File: config.mk
export PLATFORM = sky130hd
export DESIGN_NAME = act_packer_flat
export DESIGN_NICKNAME = d
export VERILOG_FILES = /design/src/rtl/act_packer_pkg.sv /design/src/rtl/act_packer_if.sv /design/src/rtl/act_packer_fifo.sv /design/src/rtl/act_packer.sv /design/src/flat_wrapper.sv
export SDC_FILE = /design/constraint.sdc
export NUM_CORES = 1
export LEC_CHECK = 0
export ABC_AREA = 1
export CAP_MARGIN = 20
export CELL_PAD_IN_SITES_DETAIL_PLACEMENT = 1
export CELL_PAD_IN_SITES_GLOBAL_PLACEMENT = 2
export CORE_MARGIN = 2
export CORE_UTILIZATION = 36
export CTS_CLUSTER_DIAMETER = 200
export DETAILED_ROUTE_END_ITERATION = 12
export PLACE_DENSITY_LB_ADDON = 0.1
export SLEW_MARGIN = 40
export SYNTH_ARGS = -nofsm -noshare
export SYNTH_HDL_FRONTEND = slang
export SYNTH_SLANG_ARGS = --single-unit
File: constraint.sdc
create_clock -name clk -period 5.7 [get_ports clk]
set_clock_uncertainty 0.15 [all_clocks]
set_input_delay 0.57 -clock clk [delete_from_list [all_inputs] [get_ports clk]]
set_output_delay 0.57 -clock clk [all_outputs]
set_load 0.01 [all_outputs]
File: src/rtl/act_packer_pkg.sv
// ============================================================================
// Module : act_packer_pkg
// Brief  : Shared defaults, group-word width formula and packer state encoding.
// Rev    : 1.0
// ============================================================================
`default_nettype none

package act_packer_pkg;

    localparam int DEF_GROUP_SIZE   = 4;
    localparam int DEF_DATA_WIDTH   = 8;
    localparam int DEF_LOG_MAX_ACTS = 24;

    // Same formula the dispatcher uses for its activation input width.
    function automatic int group_word_width(input int group_size, input int data_width);
        return group_size * data_width + group_size;
    endfunction

    typedef enum logic [1:0] {
        ST_IDLE  = 2'd0,
        ST_PACK  = 2'd1,
        ST_DRAIN = 2'd2
    } state_t;

endpackage

`default_nettype wire

File: src/rtl/act_packer_if.sv
// ============================================================================
// Module : act_packer_if
// Brief  : Activation stream in, packed group stream out (valid/avail).
// Rev    : 1.0
// ============================================================================
`default_nettype none

interface act_packer_if
    import act_packer_pkg::*;
#(
    parameter int GROUP_SIZE = DEF_GROUP_SIZE,
    parameter int DATA_WIDTH = DEF_DATA_WIDTH
);
    localparam int OUTPUT_WIDTH = group_word_width(GROUP_SIZE, DATA_WIDTH);

    logic [DATA_WIDTH-1:0]   data_in;
    logic                    valid_in;
    logic                    avail_out;
    logic [OUTPUT_WIDTH-1:0] data_out;
    logic                    valid_out;
    logic                    avail_in;

    modport master (
        input  data_in, valid_in, avail_in,
        output avail_out, data_out, valid_out
    );

    modport slave (
        output data_in, valid_in, avail_in,
        input  avail_out, data_out, valid_out
    );

endinterface

`default_nettype wire

File: src/rtl/act_packer_fifo.sv
// ============================================================================
// Module : act_packer_fifo
// Brief  : Small circular FIFO; head is readable combinationally when non-empty.
// Rev    : 1.0
// ============================================================================
`default_nettype none

module act_packer_fifo #(
    parameter int NUM_SLOTS     = 4,
    parameter int LOG_NUM_SLOTS = 2,
    parameter int DATA_WIDTH    = 8
) (
    input  wire logic                  clk,
    input  wire logic                  rst,
    input  wire logic                  wr_en,
    input  wire logic [DATA_WIDTH-1:0] wr_data,
    input  wire logic                  rd_en,
    output logic      [DATA_WIDTH-1:0] rd_data,
    output logic                       empty,
    output logic                       full,
    output logic                       almost_full
);
    localparam int CW = LOG_NUM_SLOTS + 1;

    logic [DATA_WIDTH-1:0]    r_mem [NUM_SLOTS];
    logic [LOG_NUM_SLOTS-1:0] r_wr_ptr;
    logic [LOG_NUM_SLOTS-1:0] r_rd_ptr;
    logic [CW-1:0]            r_count;
    logic                     w_wr;
    logic                     w_rd;

    // Writes while full are dropped rather than corrupting the head.
    assign w_wr        = wr_en & ~full;
    assign w_rd        = rd_en & ~empty;
    assign empty       = (r_count == '0);
    assign full        = (r_count == CW'(NUM_SLOTS));
    assign almost_full = (r_count == CW'(NUM_SLOTS - 1));
    assign rd_data     = r_mem[r_rd_ptr];

    always_ff @(posedge clk or negedge rst) begin
        if (!rst) begin
            r_wr_ptr <= '0;
            r_rd_ptr <= '0;
            r_count  <= '0;
            for (int i = 0; i < NUM_SLOTS; i++) r_mem[i] <= '0;
        end else begin
            if (w_wr) begin
                r_mem[r_wr_ptr] <= wr_data;
                r_wr_ptr        <= r_wr_ptr + 1'b1;
            end
            if (w_rd) r_rd_ptr <= r_rd_ptr + 1'b1;
            case ({w_wr, w_rd})
                2'b10:   r_count <= r_count + 1'b1;
                2'b01:   r_count <= r_count - 1'b1;
                default: r_count <= r_count;
            endcase
        end
    end

endmodule

`default_nettype wire

File: src/rtl/act_packer.sv
// ============================================================================
// Module : act_packer
// Brief  : Packs GROUP_SIZE activations per word with a per-lane zero mask.
// Rev    : 1.0
// ============================================================================
`default_nettype none

module act_packer
    import act_packer_pkg::*;
#(
    parameter int GROUP_SIZE   = DEF_GROUP_SIZE,
    parameter int DATA_WIDTH   = DEF_DATA_WIDTH,
    parameter int LOG_MAX_ACTS = DEF_LOG_MAX_ACTS
) (
    input  wire logic                    clk,
    input  wire logic                    rst,
    input  wire logic                    configure,
    input  wire logic [LOG_MAX_ACTS-1:0] num_acts,
    output logic                         busy,
    output logic                         done,
    act_packer_if.master                 bus
);
    localparam int OUTPUT_WIDTH = group_word_width(GROUP_SIZE, DATA_WIDTH);
    localparam int LANE_W       = (GROUP_SIZE > 1) ? $clog2(GROUP_SIZE) : 1;

    state_t                  r_state;
    state_t                  w_next_state;
    logic [LOG_MAX_ACTS-1:0] r_remaining;
    logic [LANE_W-1:0]       r_lane;
    logic [DATA_WIDTH-1:0]   r_pack [GROUP_SIZE];
    logic                    r_out_full;
    logic [OUTPUT_WIDTH-1:0] r_out_data;
    logic [DATA_WIDTH-1:0]   w_head;
    logic                    w_empty;
    logic                    w_full;
    logic                    w_almost_full;
    logic                    w_xfer;
    logic                    w_completes;
    logic                    w_pop;
    logic [OUTPUT_WIDTH-1:0] w_group;

    act_packer_fifo #(
        .NUM_SLOTS     (4),
        .LOG_NUM_SLOTS (2),
        .DATA_WIDTH    (DATA_WIDTH)
    ) u_fifo (
        .clk         (clk),
        .rst         (rst),
        .wr_en       (bus.valid_in),
        .wr_data     (bus.data_in),
        .rd_en       (w_pop),
        .rd_data     (w_head),
        .empty       (w_empty),
        .full        (w_full),
        .almost_full (w_almost_full)
    );

    assign bus.avail_out = ~w_almost_full & ~w_full;
    assign bus.valid_out = r_out_full & bus.avail_in;
    assign bus.data_out  = r_out_data;

    assign w_xfer      = r_out_full & bus.avail_in;
    assign w_completes = (r_lane == LANE_W'(GROUP_SIZE - 1)) || (r_remaining == LOG_MAX_ACTS'(1));
    // A completing pop may proceed only if the output slot frees up this cycle.
    assign w_pop = (r_state == ST_PACK) && !w_empty && (r_remaining != '0)
                   && !(w_completes && r_out_full && !w_xfer);

    // Lanes already buffered, the head on the current lane, zero beyond it.
    generate
        for (genvar j = 0; j < GROUP_SIZE; j++) begin : g_lane
            logic [DATA_WIDTH-1:0] w_lane_val;
            assign w_lane_val = (LANE_W'(j) < r_lane)  ? r_pack[j] :
                                (LANE_W'(j) == r_lane) ? w_head    : '0;
            assign w_group[j*DATA_WIDTH +: DATA_WIDTH]  = w_lane_val;
            assign w_group[GROUP_SIZE*DATA_WIDTH + j]   = (w_lane_val == '0);
        end
    endgenerate

    always_ff @(posedge clk or negedge rst) begin
        if (!rst) r_state <= ST_IDLE;
        else      r_state <= w_next_state;
    end

    always_comb begin
        w_next_state = r_state;
        busy         = 1'b0;
        done         = 1'b0;
        case (r_state)
            ST_IDLE: begin
                if (configure)
                    w_next_state = (num_acts == '0) ? ST_DRAIN : ST_PACK;
            end
            ST_PACK: begin
                busy = 1'b1;
                if (w_pop && (r_remaining == LOG_MAX_ACTS'(1)))
                    w_next_state = ST_DRAIN;
            end
            ST_DRAIN: begin
                if (!r_out_full) begin
                    done         = 1'b1;
                    w_next_state = ST_IDLE;
                end else begin
                    busy = 1'b1;
                end
            end
            default: w_next_state = ST_IDLE;
        endcase
    end

    always_ff @(posedge clk or negedge rst) begin
        if (!rst) begin
            r_remaining <= '0;
            r_lane      <= '0;
            r_out_full  <= 1'b0;
            r_out_data  <= '0;
            for (int i = 0; i < GROUP_SIZE; i++) r_pack[i] <= '0;
        end else begin
            if ((r_state == ST_IDLE) && configure) begin
                r_remaining <= num_acts;
                r_lane      <= '0;
            end
            if (w_pop) begin
                r_remaining <= r_remaining - 1'b1;
                if (w_completes) begin
                    r_lane <= '0;
                end else begin
                    r_pack[r_lane] <= w_head;
                    r_lane         <= r_lane + 1'b1;
                end
            end
            if (w_pop && w_completes) begin
                r_out_full <= 1'b1;
                r_out_data <= w_group;
            end else if (w_xfer) begin
                r_out_full <= 1'b0;
                r_out_data <= '0;
            end
        end
    end

endmodule

`default_nettype wire

File: src/flat_wrapper.sv
// flat-port wrapper written by rule: the top's interface ports become plain ports
module act_packer_flat import act_packer_pkg::*;
#(
    parameter int GROUP_SIZE   = DEF_GROUP_SIZE,
    parameter int DATA_WIDTH   = DEF_DATA_WIDTH,
    parameter int LOG_MAX_ACTS = DEF_LOG_MAX_ACTS
)
  (clk, rst, configure, num_acts, busy, done, bus_data_in, bus_valid_in, bus_avail_in, bus_avail_out, bus_data_out, bus_valid_out);
  act_packer_if #(.GROUP_SIZE(GROUP_SIZE), .DATA_WIDTH(DATA_WIDTH)) bus_i ();
  input  wire logic clk;
  input  wire logic rst;
  input  wire logic configure;
  input  wire logic [LOG_MAX_ACTS-1:0] num_acts;
  output logic busy;
  output logic done;
  input wire logic [$bits(bus_i.data_in)-1:0] bus_data_in;
  input wire logic [$bits(bus_i.valid_in)-1:0] bus_valid_in;
  input wire logic [$bits(bus_i.avail_in)-1:0] bus_avail_in;
  output wire logic [$bits(bus_i.avail_out)-1:0] bus_avail_out;
  output wire logic [$bits(bus_i.data_out)-1:0] bus_data_out;
  output wire logic [$bits(bus_i.valid_out)-1:0] bus_valid_out;
  assign bus_i.data_in = bus_data_in;
  assign bus_i.valid_in = bus_valid_in;
  assign bus_i.avail_in = bus_avail_in;
  assign bus_avail_out = bus_i.avail_out;
  assign bus_data_out = bus_i.data_out;
  assign bus_valid_out = bus_i.valid_out;
  act_packer #(.GROUP_SIZE(GROUP_SIZE), .DATA_WIDTH(DATA_WIDTH), .LOG_MAX_ACTS(LOG_MAX_ACTS)) u_core (.clk(clk), .rst(rst), .configure(configure), .num_acts(num_acts), .busy(busy), .done(done), .bus(bus_i));
endmodule
# [Word-level counts from Yosys, hierarchy flattened]
# Cells that the tools add are included.
[word_totals] ff_bits=136 input_bits=37 output_inout_bits=40 word_cells=120
[classes] n_addsub=6 magnitude_cmp=9 n_eq_ne=14 mux=36 n_bitwise=11 n_reduce_logical=28
[ops] cell="$mux W8" n=12
[ops] cell="$mux W36" n=2
[ops] cell="$bwmux W32" n=2
[ops] cell="$mux W24" n=2
[ops] cell="$demux W8 S2" n=2
[ops] cell="$logic_not A8 Y1" n=4
[ops] cell="$eq A24 B1 Y1 const B" n=1
[ops] cell="$logic_not A24 Y1" n=1
[ops] cell="$reduce_bool A24 Y1" n=1
[ops] cell="$sub A24 B1 Y24 const B" n=1
[ops] cell="$bmux W8 S2" n=1
[ops] cell="$mux W2" n=7
[ops] cell="$logic_and A1 B1 Y1" n=10
[ops] cell="$ge A3 B3 Y1 const B" n=3
[ops] cell="$not A2 Y3" n=3
[ops] cell="$add A2 B1 Y2 const B" n=3
[ops] cell="$eq A2 B2 Y1 const B" n=3
[ops] cell="$lt A3 B1 Y1 const B" n=2
[ops] cell="$ne A2 B2 Y1 const B" n=3
[ops] cell="$pmux W2 S3" n=1
[ops] cell="$pmux W3 S2" n=1
[ops] cell="$reduce_bool A2 Y1" n=3
[ops] cell="$mux W1" n=5
[ops] cell="$and A1 B1 Y1" n=4
[ops] cell="other kinds (17)" n=27

# [Logic depth before layout (Yosys ltp)]
# Gate-level depths: netlist of run 1.
[logic_depth] depth_word=9 depth_mapped=14 ltp_nobuf=14

# [Modules after synthesis]
# From an unflattened synthesis of run 1, not the netlist that was laid out.
[hier_totals] hier_cells=930 hier_area_um2=7143.1
[by_module_without_submodules] module="act_packer" n_inst=1 cells_each=678 area_per_inst_um2=5097.4 seq_area_each_um2=2227.1
[by_module_without_submodules] module="act_packer_fifo" n_inst=1 cells_each=252 area_per_inst_um2=2045.7 seq_area_each_um2=975.9

# [Worst setup path after synthesis of run 1]
# No wires, ideal clock.
[synth_timing] path_type="register to register" startpoint="register u_core.r_remaining[0]" endpoint="register u_core.u_fifo.r_count[2]" setup_time_ps=131 t_arrival_ps=2308 required_ps=5419 path_slack_ps=3111 path_stages_with_launch=15 path_buffers=0 synth_period_minus_slack_ps=2589 cell_sequence="dfrtp_1 inv_1 ha_1 nand2_2 nor2_4 nand3_2 nand2_4 inv_4 nand2_8 inv_2 ha_1 fa_1 a21oi_1 o21ai_0 xor2_1"
[synth_via] elab_chain_len=9 word_cells_on_any_way=13 classes_between="3 x eq/ne; 1 x mux; 1 x bitwise; 8 x reduce/logical"
[synth_lines] item="start, declared" line="act_packer.sv:28" text="logic [LOG_MAX_ACTS-1:0] r_remaining;"
[synth_lines] item="start signal, assigned" line="act_packer.sv:119" text="r_remaining <= num_acts;"
[synth_lines] item="start signal, assigned" line="act_packer.sv:123" text="r_remaining <= r_remaining - 1'b1;"
[synth_lines] item="$eq A24 B1 Y1" line="act_packer.sv:63" text="assign w_completes = (r_lane == LANE_W'(GROUP_SIZE - 1)) || (r_remaining == LOG_MAX_ACTS'(1));"
[synth_lines] item="$logic_or A1 B1 Y1" line="act_packer.sv:63"
[synth_lines] item="$logic_and A1 B1 Y1 (2 in series)" line="act_packer.sv:66" text="&& !(w_completes && r_out_full && !w_xfer);"
[synth_lines] item="$logic_not A1 Y1" line="act_packer.sv:66"
[synth_lines] item="$logic_and A1 B1 Y1 *" line="act_packer.sv:66"
[synth_lines] item="$and A1 B1 Y1 *" line="act_packer_fifo.sv:34" text="assign w_rd = rd_en & ~empty;"
[synth_lines] item="named net u_core.u_fifo.w_rd" line="act_packer_fifo.sv:30" text="logic w_rd;"
[synth_lines] item="$eq A2 B1 Y1 / $eq A2 B2 Y1 (equally long branches)" line="act_packer_fifo.sv:52" text="case ({w_wr, w_rd})"
[synth_lines] item="$pmux W3 S2 / $reduce_bool A2 Y1 (equally long branches)"
[synth_lines] item="end signal, assigned" line="act_packer_fifo.sv:53" text="2'b10: r_count <= r_count + 1'b1;"
[synth_lines] item="end signal, assigned" line="act_packer_fifo.sv:54" text="2'b01: r_count <= r_count - 1'b1;"
[synth_lines] item="end signal, assigned" line="act_packer_fifo.sv:55" text="default: r_count <= r_count;"
[synth_lines] item="end, declared" line="act_packer_fifo.sv:28" text="logic [CW-1:0] r_count;"
# The timed path passes the listed nets; every way through them passes the cells marked *.
# A chain may end at the register's enable or synchronous reset.

# [Worst setup path in the final report of run 1]
# Same ends and word-level chain as after synthesis.

==> results.toml, run 1 <==
[cts]
htreeDepth = 4
cts_resized = 0
clk_pin_slew_worst_setup_hold_paths_ns = 0.06
cts_tree = "built"
numCtsBuffers = 17
worst_skew_pair.late_latency_ns = 0.42
hold_fix_buffers_cts = 0
cts_sinks = 128
cts-root-to-sink-buffers = 2
postCtsSetupBuffers = 0
ctsRootBufferMaster = "sky130_fd_sc_hd__clkbuf_16"

[place]
io_buffer_count = 76
hpwlAfterDp_um = 14900
place.gp.congestion = 0.861
placed_cells_incl_taps = 1218

[timing]
totalNegativeSetupSlack_ns = 0
slew-limit-headroom = 0.509
finalMaxSlewViolations = 0
worst_pin_slew_ns = 0.737
maxClockFrequency_mhz = 304
final_period_util = 0.577
final_hold_viol_count = 0
rsz0062_at_grt = "false"
final_period_minus_worst_setup_slack_ns = 3.29
report.final.setup_viol = 0

[setup_path]
ff2ff_path_depth = 14
worst_ep_arrival_time_ns = 3.44
worst_path_most_repeated_cell = "sky130_fd_sc_hd__ha_1"
critPathKind = "reg2reg"
timing.critical_path.from_type = "flop"
timing.critical_path.slowest_cell_delay_ns = 0.41
end_kind = "flop"
timing.critical_path.cells = "inv_1 > ha_1 > nand2_2 > nor2_4 > nand3_2 > nand2_4 > inv_4 > nand2_8 > inv_2 > ha_1 > fa_1 > a21oi_1 > o21ai_0 > xor2_1"
critical_path.slowest_cell = "sky130_fd_sc_hd__dfrtp_1"
crit_path_max_fanout = 62
worst-endpoint-required_ns = 5.84

[flow_run]
max_cap_violations = 0

[die]
core_area_um2 = 19300
pin_count = 77
chipWidth_um = 144
fp-row-count = 51
floorplan.initialDensity = 0.364
die_h_um = 144
die_area_um2 = 20700

[cells_and_area]
most_frequent_standard_cell_in_the_layout_excluding_fill_and_tap_cells = "sky130_fd_sc_hd__nand2_1"
multi_input_comb_area_um2 = 3340
final_nets = 1025
post_route_cells_drive_above_1_share = 0.0721
nFillCells = 2374
layout-area-overhead-vs-synth_pct = 20.9
final-seq-area_um2 = 3200
final_cell_mix = "sky130_fd_sc_hd__nand2_1 (312), sky130_fd_sc_hd__dfrtp_1 (128), sky130_fd_sc_hd__nand3_1 (124)"
finalNonFillerCells = 1250
antennaDiodeCount = 0

[power]
worst_ir_drop_on_vdd_mv = 0.246
cellLeakagePower_uw = 0.00416
pwr_density_cell_nw_per_um2 = 583

[route]
routedWlPerCell_um = 16.5
drt_first_pass_iters = 4
initialDrtViolationCount = 343
viasPerCell = 4.94
routed_wirelength_um = 20600
detail-route-antenna-nets = 0
drt_drc_violations_left = 0
detailroute.via_count = 6169

[synth]
postSynthNetCount = 963
postSynthRegisterBits = 128
synth.cell_area_um2 = 7040
avgSynthCellArea_um2 = 7.73
ys_seq_area_frac = 0.455
synthesis.yosys.warnings = 0
post_synth_num_cell_types = 37
synth_cells = 910

[global_routing]
via_count_of_the_first_global_routing_pass = 6379
grt_antenna_before_repair = 0
globalRouteOverflowTotal = 0
grt_start_max_net_pins = 84
groute.usage.overall = 0.212
grt_first_pass_wirelength_um = 33900

[worst_hold_path]
worstHoldPathType = "in2async"

[run_status]
outcome = "complete, no violations"
[through the flow]
| stage | util | hold slack (ns) | instance area [um2] | total power (uW) | setup WS (ns) |
|---|---|---|---|---|---|
| after floorplan | - | 0.124 | 7040 | 3110 | 3.11 |
| after global placement | 0.408 | 0.316 | 7900 | 3790 | 2.41 |
| after detailed placement | 0.409 | 0.323 | 7900 | 3870 | 2.29 |
| after CTS | 0.440 | 0.0934 | 8500 | 5020 | 2.36 |
| after global routing | 0.440 | 0.0852 | 8510 | 5380 | 2.08 |
| final | 0.440 | 0.0313 | 8510 | 4960 | 2.41 |
[cell usage after synthesis (all sizes together)]
cell	number	area, um2
dfrtp	128	3200
fa	1	20.0
xnor2	4	35.0
a21oi	2	10.0
clkbuf	13	48.8
nor3	1	5.00
xor2	12	113
o21ai	104	524
nand4	8	50.1
inv	64	248
nor2	71	328
a21boi	1	7.51
o21a	1	7.51
or2	4	25.0
buf	22	194
o21bai	2	15.0
mux2	1	11.3
ha	15	188
and2	2	12.5
nand2	323	1290
nand3	127	666
nand3b	4	30.0
[path summary, 6_finish.rpt]
kind	from	endpoint	slack (ns)
setup / recovery	u_core.r_remaining[0]	u_core.u_fifo.r_count[2]	2.41
hold / removal	rst	u_core.r_remaining[22]	0.03
setup reg to reg	u_core.r_remaining[0]	u_core.u_fifo.r_count[2]	2.41
hold reg to reg	u_core.u_fifo.r_mem[25]	u_core.u_fifo.r_mem[25]	0.33
max in group asynchronous	rst	u_core.r_lane[1]	4.26
min in group clk	u_core.u_fifo.r_mem[25]	u_core.u_fifo.r_mem[25]	0.33
[sequential cells by signal (all words and copies together), names as in the netlist, 3 cells and up]
signal / count
u_core.bus.data_out: 36
u_core.u_fifo.r_mem: 32
u_core.r_pack: 24
u_core.r_remaining: 24
u_core.u_fifo.r_count: 3
[kinds of logic (layout without fill, tap and decap cells)]
group / after synthesis / after routing / synth area share
adder cells (fa/ha/maj): 16 / 16 / 0.0295
flip-flops: 128 / 128 / 0.455
AO/OA/AOI/OAI: 110 / 110 / 0.0802
AND/OR/NAND/NOR: 540 / 540 / 0.343
multiplexers: 1 / 1 / 0.00160
XOR/XNOR: 16 / 16 / 0.0210
buffers and inverters: 99 / 174 / 0.0697
[per-layer routing]
metal  up-vias  share of wire  track usage
met4         0          0.011       0.0495
met2        97           0.44        0.322
met5         -              0            0
met1      2999           0.52        0.314
li1       3058              -            -
met3        15          0.030       0.0387
[worst max-delay path, delay by kind of cell, from the launching register on]
kind,cells,cell delay [ns]
AO/OA/AOI/OAI,2,0.28
XOR/XNOR,1,0.16
flip-flops,1,0.41
adder cells (fa/ha/maj),3,0.89
buffers and inverters,3,0.42
AND/OR/NAND/NOR,5,0.82
[layout make-up]
| cell class | count | area share |
|---|---|---|
| multi-input cells | 683 | 0.393 |
| repair buffers | 78 | 0.0916 |
| clock buffers | 22 | 0.0546 |
| inverters | 64 | 0.0291 |
| well taps | 265 | 0.0390 |
| clock inverters | 10 | 0.0159 |
| flip-flops and latches | 128 | 0.377 |
[report_power, final]
| group | switching [uW] | leakage (uW) | internal [uW] |
|---|---|---|---|
| registers | 346 | 0.00163 | 1310 |
| clock network | 408 | 0.000294 | 709 |
| logic | 1390 | 0.00223 | 793 |
Note: power is estimated with default switching activity, not from simulation.
==> run 2: changes to the inputs <==
- CORE_UTILIZATION: 36 -> 30
- clock period: 5.7 -> 2.8 ns (I/O delays scaled with it)
==> run 2 against run 1 <==
Compared with the run above:
- final area grew 3.1%
- clock power increased by 120%
- cell count up 5.8%
- first-iteration DRC count shrank 21%
- routed wire length up 2.2%
- sequential share of layout area is 1.1 points lower
- sequential power increased by 100%
- setup slack worse by 2.3 ns
- core utilization shrank 6.3 points
- fmax rose by 24%
- critical path type unchanged
- largest cell class unchanged
- highest routed layer unchanged
==> results.toml, run 2 (synthesized netlist as in run 1, its figures left out) <==
[cts]
htreeDepth = 4
numCtsBuffers = 17
cts-root-to-sink-buffers = 2
worst_skew_pair.late_latency_ns = 0.42
ctsRootBufferMaster = "sky130_fd_sc_hd__clkbuf_16"
clk_pin_slew_worst_setup_hold_paths_ns = 0.06
cts_tree = "built"
cts_sinks = 128

[timing]
report.final.setup_viol = 0
final_period_minus_worst_setup_slack_ns = 2.65
finalMaxSlewViolations = 0
final_period_util = 0.946
worst_pin_slew_ns = 0.744
final_hold_viol_count = 0
maxClockFrequency_mhz = 377
totalNegativeSetupSlack_ns = 0
rsz0062_at_grt = "false"
slew-limit-headroom = 0.504

[cells_and_area]
final_cell_mix = "sky130_fd_sc_hd__nand2_1 (313), sky130_fd_sc_hd__dfrtp_1 (128), sky130_fd_sc_hd__nand3_1 (124)"
antennaDiodeCount = 0
utilization = 0.377
final_nets = 1044
layout-area-overhead-vs-synth_pct = 24.7
post_route_cells_drive_above_1_share = 0.0926
largest_reg_flops = 36
most_frequent_standard_cell_in_the_layout_excluding_fill_and_tap_cells = "sky130_fd_sc_hd__nand2_1"

[setup_path]
critical_path.startpoint = "u_core.r_remaining[0]"
critPathKind = "reg2reg"
r2r_slack_ns = 0.15
timing.critical_path.slowest_cell_delay_ns = 0.42
worst-endpoint-required_ns = 2.95
end_kind = "flop"
crit_path_max_fanout = 4
worst_path_most_repeated_cell = "sky130_fd_sc_hd__inv_2"
critical_path.slowest_cell = "sky130_fd_sc_hd__dfrtp_1"
worstReg2RegStart = "u_core.r_remaining[0]"
timing.critical_path.cells = "inv_2 > ha_2 > nand2_2 > nor2_4 > nand3_2 > nand2_4 > inv_4 > nand2_8 > inv_2 > ha_1 > fa_1 > a21oi_1 > o21ai_0 > xor2_1"
timing.critical_path.from_type = "flop"
worst_ep_arrival_time_ns = 2.80

[die]
core_area_um2 = 23300
fp-row-count = 56
chipWidth_um = 157
floorplan.initialDensity = 0.302
pin_count = 77
die_area_um2 = 24700
die_h_um = 157

[run_status]
outcome = "complete, no violations"

[global_routing]
globalRouteOverflowTotal = 0
via_count_of_the_first_global_routing_pass = 6296
grt.busiest_layer = "met1"
globalRouteMet1Util = 0.281
grt_util_met3 = 0.0330
groute.usage.overall = 0.183
grt_first_pass_wirelength_um = 34800
grt_antenna_before_repair = 0
grt_start_max_net_pins = 129
grtUsageMet2 = 0.265

[power]
pwr_density_cell_nw_per_um2 = 1200
worst_ir_drop_on_vdd_mv = 0.433
cellLeakagePower_uw = 0.00426
total_power_uw = 10500

[route]
routedWlPerCell_um = 15.9
detail-route-antenna-nets = 0
detailroute.via_count = 6067
viasPerCell = 4.59
drt_drc_violations_left = 0
drt_first_pass_iters = 4
routed_wirelength_um = 21100
initialDrtViolationCount = 270

[place]
io_buffer_count = 76
hpwlAfterDp_um = 15100
place.gp.congestion = 0.765

[worst_hold_path]
worstHoldPathType = "in2reg"
worstHoldStart = "num_acts[7]"

[flow_run]
max_cap_violations = 0
-- run 2: per-stage QoR --
stage	hold slack (ns)	instance area, um2	worst slack, ns	instances
global route	0.349	8770	0.00704	1323
detailed placement	0.301	8130	0.114	1290
global placement	0.295	8130	0.186	1290
floorplan	-0.166	7040	0.211	910
CTS	0.309	8770	0.104	1323
finish	0.320	8770	0.151	1323
-- run 2: worst paths after layout --
| kind | end | depth (start not counted) |
|---|---|---|
| max | u_core.u_fifo.r_count[2] | 14 |
| min | u_core.r_remaining[7] | 3 |
| max reg2reg | u_core.u_fifo.r_count[2] | 14 |
| min reg2reg | u_core.u_fifo.r_mem[4] | 2 |
| max in group asynchronous | u_core.u_fifo.r_mem[24] | 3 |
| min in group asynchronous | u_core.r_remaining[13] | 3 |
-- run 2: what timing repair did --
| item | 4_1_cts | 5_1_grt |
|---|---|---|
| hold buffers | 1 | 0 |
| endpoints found under the hold margin | 128 | 0 |
| gates resized for setup | 0 | 2 |
| setup endpoints to repair | 0 | 2 |
| buffers inserted | 0 | 0 |
-- run 2: cell type report --
cell class	instances	area (um2)
Clock buffer	17	425
Clock inverter	15	206
Fill cell	2864	14500
Inverter	64	248
Multi-Input combinational cell	683	3340
Sequential cell	128	3200
Tap cell	319	399
Timing Repair Buffer	97	947
-- run 2: power breakdown --
group | leakage (uW) | internal, uW | switching [uW] | total (uW)
clock | 0.000305 | 1500 | 917 | 2420
combinational | 0.00233 | 1830 | 2960 | 4780
sequential | 0.00163 | 2690 | 647 | 3340
-- run 2: worst max-delay path: cells and delay by family (launching register included) --
kind	cells	cell delay (ns)
AOI/OAI and AO/OA	2	0.24
xor gates and xnor gates	1	0.15
DFF	1	0.42
adders and majority gates	3	0.81
buffers and inverters	3	0.20
and+or+nand+nor	5	0.55
-- run 2: metal layers --
| metal | up-vias | part of all wire |
|---|---|---|
| li1 | 3090 | - |
| met1 | 2887 | 0.55 |
| met2 | 79 | 0.42 |
| met3 | 11 | 0.024 |
| met4 | 0 | 0.0070 |
| met5 | - | 0 |
